[config.mk]
export PLATFORM = sky130hd
export DESIGN_NAME = icache_refill_ctrl
export DESIGN_NICKNAME = d
export VERILOG_FILES = /design/src/rtl/icache_pkg.sv /design/src/rtl/icache_refill_ctrl.sv
export SDC_FILE = /design/constraint.sdc
export NUM_CORES = 1
export LEC_CHECK = 0
export CORE_MARGIN = 8
export CORE_UTILIZATION = 41
export DETAILED_ROUTE_END_ITERATION = 10
export PLACE_DENSITY_LB_ADDON = 0.12
export SETUP_SLACK_MARGIN = 0.05
export SLEW_MARGIN = 20
export SYNTH_ARGS = -nofsm -noshare
export SYNTH_HDL_FRONTEND = slang
export SYNTH_SLANG_ARGS = --single-unit
[constraint.sdc]
create_clock -name clk -period 3.8 [get_ports clk]
set_clock_uncertainty 0.1 [all_clocks]
set_input_delay 0.38 -clock clk [delete_from_list [all_inputs] [get_ports clk]]
set_output_delay 0.38 -clock clk [all_outputs]
set_load 0.01 [all_outputs]
[src/rtl/icache_pkg.sv]
// Shared definitions for the instruction-cache refill path.
package icache_pkg;

  localparam int unsigned ICACHE_BLOCK_BYTES = 64;
  localparam int unsigned ICACHE_BEAT_BITS   = 64;
  localparam int unsigned ICACHE_BEATS       = ICACHE_BLOCK_BYTES * 8 / ICACHE_BEAT_BITS;
  localparam int unsigned ICACHE_OFFSET_W    = 6;

  // Fixed encodings so the state can be compared against legacy code.
  localparam logic [1:0] ST_IDLE = 2'd0;
  localparam logic [1:0] ST_REQ  = 2'd1;
  localparam logic [1:0] ST_RECV = 2'd2;
  localparam logic [1:0] ST_DONE = 2'd3;

  typedef enum logic [1:0] {
    IDLE = ST_IDLE,
    REQ  = ST_REQ,
    RECV = ST_RECV,
    DONE = ST_DONE
  } refill_state_t;

endpackage

[src/rtl/icache_refill_ctrl.sv]
// Line-refill engine: one burst read per instruction miss, beats forwarded
// to the icache with one cycle of registered latency.
module icache_refill_ctrl
  import icache_pkg::*;
#(
  parameter int unsigned BLOCK_BYTES = ICACHE_BLOCK_BYTES,
  parameter int unsigned BEAT_BITS   = ICACHE_BEAT_BITS,
  parameter int unsigned ADDR_W      = 32
) (
  input  logic                 clk,
  input  logic                 reset,
  input  logic                 InstrMissF,
  input  logic                 InstrCacheRepActive,
  input  logic [ADDR_W-1:0]    PCF,
  output logic                 MemReqValid,
  input  logic                 MemReqReady,
  output logic [ADDR_W-1:0]    MemReqAddr,
  input  logic                 MemRespValid,
  input  logic [BEAT_BITS-1:0] MemRespData,
  output logic                 RepReady,
  output logic [BEAT_BITS-1:0] RepWord,
  output logic                 RefillBusy
);

  localparam int unsigned BEATS = BLOCK_BYTES * 8 / BEAT_BITS;
  localparam int unsigned CNT_W = (BEATS > 1) ? $clog2(BEATS) : 1;

  // Mask that clears the byte-offset bits of a fetch address.
  localparam logic [ADDR_W-1:0] LINE_MASK = ~(ADDR_W'(BLOCK_BYTES) - ADDR_W'(1));

  refill_state_t        state, state_next;
  logic [ADDR_W-1:0]    line_addr;
  logic [CNT_W-1:0]     beat_cnt;
  logic                 rep_ready;
  logic [BEAT_BITS-1:0] rep_word;

  logic start_refill;
  logic req_fire;
  logic recv_beat;
  logic last_beat;

  assign start_refill = (state == IDLE) && InstrMissF && !InstrCacheRepActive;
  assign req_fire     = (state == REQ) && MemReqReady;
  // Beats outside RECV (stray responses) are dropped here.
  assign recv_beat    = (state == RECV) && MemRespValid;
  assign last_beat    = (beat_cnt == CNT_W'(BEATS - 1));

  // Next-state logic; a started refill always runs to completion.
  always_comb begin
    state_next = state;
    case (state)
      IDLE: if (start_refill) state_next = REQ;
      REQ:  if (MemReqReady) state_next = RECV;
      RECV: if (recv_beat && last_beat) state_next = DONE;
      DONE: state_next = IDLE;
      default: state_next = IDLE;
    endcase
  end

  // State, latched line address, beat counter and registered refill beat.
  always_ff @(posedge clk) begin
    if (reset) begin
      state     <= IDLE;
      line_addr <= '0;
      beat_cnt  <= '0;
      rep_ready <= 1'b0;
      rep_word  <= '0;
    end else begin
      state     <= state_next;
      rep_ready <= recv_beat;
      if (start_refill) line_addr <= PCF & LINE_MASK;
      if (recv_beat) rep_word <= MemRespData;
      if (req_fire) begin
        beat_cnt <= '0;
      end else if (recv_beat) begin
        beat_cnt <= beat_cnt + CNT_W'(1);
      end
    end
  end

  assign MemReqValid = (state == REQ);
  assign MemReqAddr  = line_addr;
  assign RepReady    = rep_ready;
  assign RepWord     = rep_word;
  assign RefillBusy  = (state != IDLE);

endmodule

==> summary.md <==
| Metric | Value |
|---|---|
| Outcome | finished clean |
| Filler cells | 763 |
| Slew Limit Fails | 0 |
| GRT Overall Usage | 16.8% |
| Crit path time final | 2.12 ns |
| Peak VDD IR | 0.227 mV |
| Netlist Area Pre-Place | 3580 um^2 |
| Critical path endpoint | RefillBusy |
| CP Cell Sequence | inv_1 > ha_1 > inv_1 > clkdlybuf4s50_1 |
| Total CTS buffers | 9 |
| Top routing layer used | met4 |
| Met2 wire length | 5200 um |
| Setup TNS | 0 ns |
| Crit path top cell by count | inv_1 |
| First-pass GRT wire length | 16100 um |
| Seq/Total Area, Yosys | 53.7% |
| Synth cell count leaders | 186 x nand2_1, 96 x dfxtp_1, 75 x a21oi_1, 18 x a21oi_2, 11 x buf_2 |
| GPL Wtd Cong | 0.741 |
| Hold/Removal Path Class | register to register |
| Worst Tran Pin Value | 1.07 ns |
| Routed len/inst | 14.8 um |
| Worst Path Max Fanout | 5 |
| Met1 wire length | 4180 um |
| Share of cells above drive strength 1 | 6.38% |
| PwrDens | 445 nW/um^2 |
| Htree depth | 3 |
| Core area | 8590 um^2 |
| Number of flops mapped to enable cells by yosys | 0 |
| Drt drc | 0 |
| Area growth syn-to-layout | 56.4% |
| Crit path DAT | 1.64 ns |
| Buffers on Ports | 188 |
| Yosys cell types | 23 |
| Average size of a mapped cell | 8.21 um^2 |
| CTS tree | built |
| ANT nets after route | 0 |
| Finished Cell Area | 5600 um^2 |
| Antenna Cells | 0 |
| Area share of the largest cell type after synthesis | 53.7% |
| CP endpoint kind | output pin |
| DR vias | 3388 |
| Reg2reg start | state[0] |
| CTS sink count | 96 |
| CTS resizes | 0 |
| Ys flop type | dfxtp_1 |
| Leading area contributor after synthesis | dfxtp_1 |
| RSZ-0062 raised after global routing | false |
| Yosys warns | 0 |
| Clock transition at path regs | 0.09 ns |
| Count leader, synth | nand2_1 |
| Critical path class | register to output pin |
| Hold Fails Final Rpt | 0 |
| CP top delay family | buffers and inverters |
| Worst Setup SP | state[0] |
| Start point of the worst hold path | MemReqAddr[11] |
| Post-Route WL | 10700 um |
| Maximum number of pins on one net before global-route repair | 96 |
| Post-CTS Hold Fix Bufs | 0 |
| CP Data Required Time | 3.32 ns |
| Max incr delay on CP | 0.54 ns |
| Final setup fails | 0 |
| Final #Nets | 713 |
| Post-synthesis register bit count | 96 |
| Die Y | 109 um |
| Async set-reset flop share out of synthesis | 0% |
| Reg-to-reg endpoint | RepWord[26] |
| Row count | 34 |
| Die Footprint | 12000 um^2 |
| Clock Latency Late Sink | 0.34 ns |
| CTS max path bufs | 2 |
| Fmax | 471 MHz |
| Crit-path slowest cell | clkdlybuf4s50_1 |
| I/O Pins | 201 |
| Gate Count Post-Synth | 436 |
| Initial antenna violation count | 0 |
| Placed cell area | 5390 um^2 |
| Gr ovfl total | 0 |
| CTS root buf | clkbuf_8 |
| Stages on the worst setup path | 4 |
| FF-to-FF path depth | 6 |
| Reg2reg setup slack | 1.75 ns |
| Synth top area cells | dfxtp_1 54%, nand2_1 20%, a21oi_1 10% |
| Via/cell ratio | 4.71 |
| Lkg Pwr | 1.92 nW |
| Initial Utilization | 41.7% |
| Wire length on met3 | 1120 um |
| Max_slew headroom | 28.4% |
| Drt first pass iters | 4 |
| Setup bufs post-CTS | 0 |
| Max_cap viols | 0 |
| CP bufs+invs | 3 |
| Fin crit share | 55.8% |
| CP startpoint kind | register |
| Die width | 109 um |
| Detail Placement HPWL | 7820 um |
| Initial DRC Count | 121 |
| Vias in the first global route | 3294 |
sequential cells by signal (all words and copies together), names as in the netlist:
name / count
RepWord: 64
MemReqAddr: 26
beat_cnt: 3
RepReady: 1
state: 2
metal layers:
metal | GRT usage (%) | up-vias
met5 | 0 | -
met4 | 5.59 | 0
met3 | 7.27 | 11
met2 | 29.2 | 122
met1 | 18.0 | 1544
li1 | - | 1711
where the power goes:
part           internal, mW  switching (mW)
sequential             1.10          0.0482
combinational         0.341           0.325
clock                 0.341           0.337
cells in the final DEF (no fill, tap or decap), drive strengths merged, types with 4 or more instances in the layout:
master         instances
nand2b                 4
a21oi                 93
clkbuf                12
conb                   6
clkdlybuf4s50        187
nand2                186
inv                    4
dfxtp                 96
ha                     5
worst min-delay path, delay by kind of cell, from the launching register on:
kind	cells	cell delay, ns
compound gates	1	0.05
flops	1	0.32
simple gates	1	0.05
worst min-delay path by stage:
| stage | to | slack, ns | cells past startpoint |
|---|---|---|---|
| 2_1_floorplan | beat_cnt[1] | 0.34 | 2 |
| 3_5_place_dp | MemReqAddr[26] | 0.35 | 2 |
| 5_1_grt | RepWord[38] | 0.37 | 2 |
| 4_1_cts | RepWord[49] | 0.36 | 2 |
| 3_3_place_gp | MemReqAddr[16] | 0.34 | 2 |
| 6_report | MemReqAddr[11] | 0.36 | 2 |
per-stage QoR:
step	utilization (%)	instances	hold slack [ns]	power, mW	worst slack [ns]
final	65.2	719	0.357	2.49	1.68
after global routing	65.2	719	0.373	2.63	1.53
after detailed placement	62.8	703	0.346	1.85	1.54
after CTS	65.2	719	0.357	2.53	1.64
after floorplan	-	441	0.339	1.53	2.33
after global placement	62.8	703	0.341	1.83	1.56
kinds of logic after synthesis:
kind of cell    synth area share [%]
compound gates                  15.6
xor+xnor                       0.245
fa+ha+maj                       1.75
buf+inv                         7.09
flops                           53.7
mux                            0.280
other cells                    0.105
simple gates                    21.3
area by class of cell:
type                       count  area (um^2)  area share [%]
clock buffer                  12          155            2.77
clock inverter                 4         52.6           0.938
inverter                       4         15.0           0.268
multi-input combinational    305         1430            25.5
sequential                    96         1920            34.3
tap                          108          135            2.41
timing repair buffer         190         1890            33.8
No activity file was read; power rests on OpenSTA's default activity.
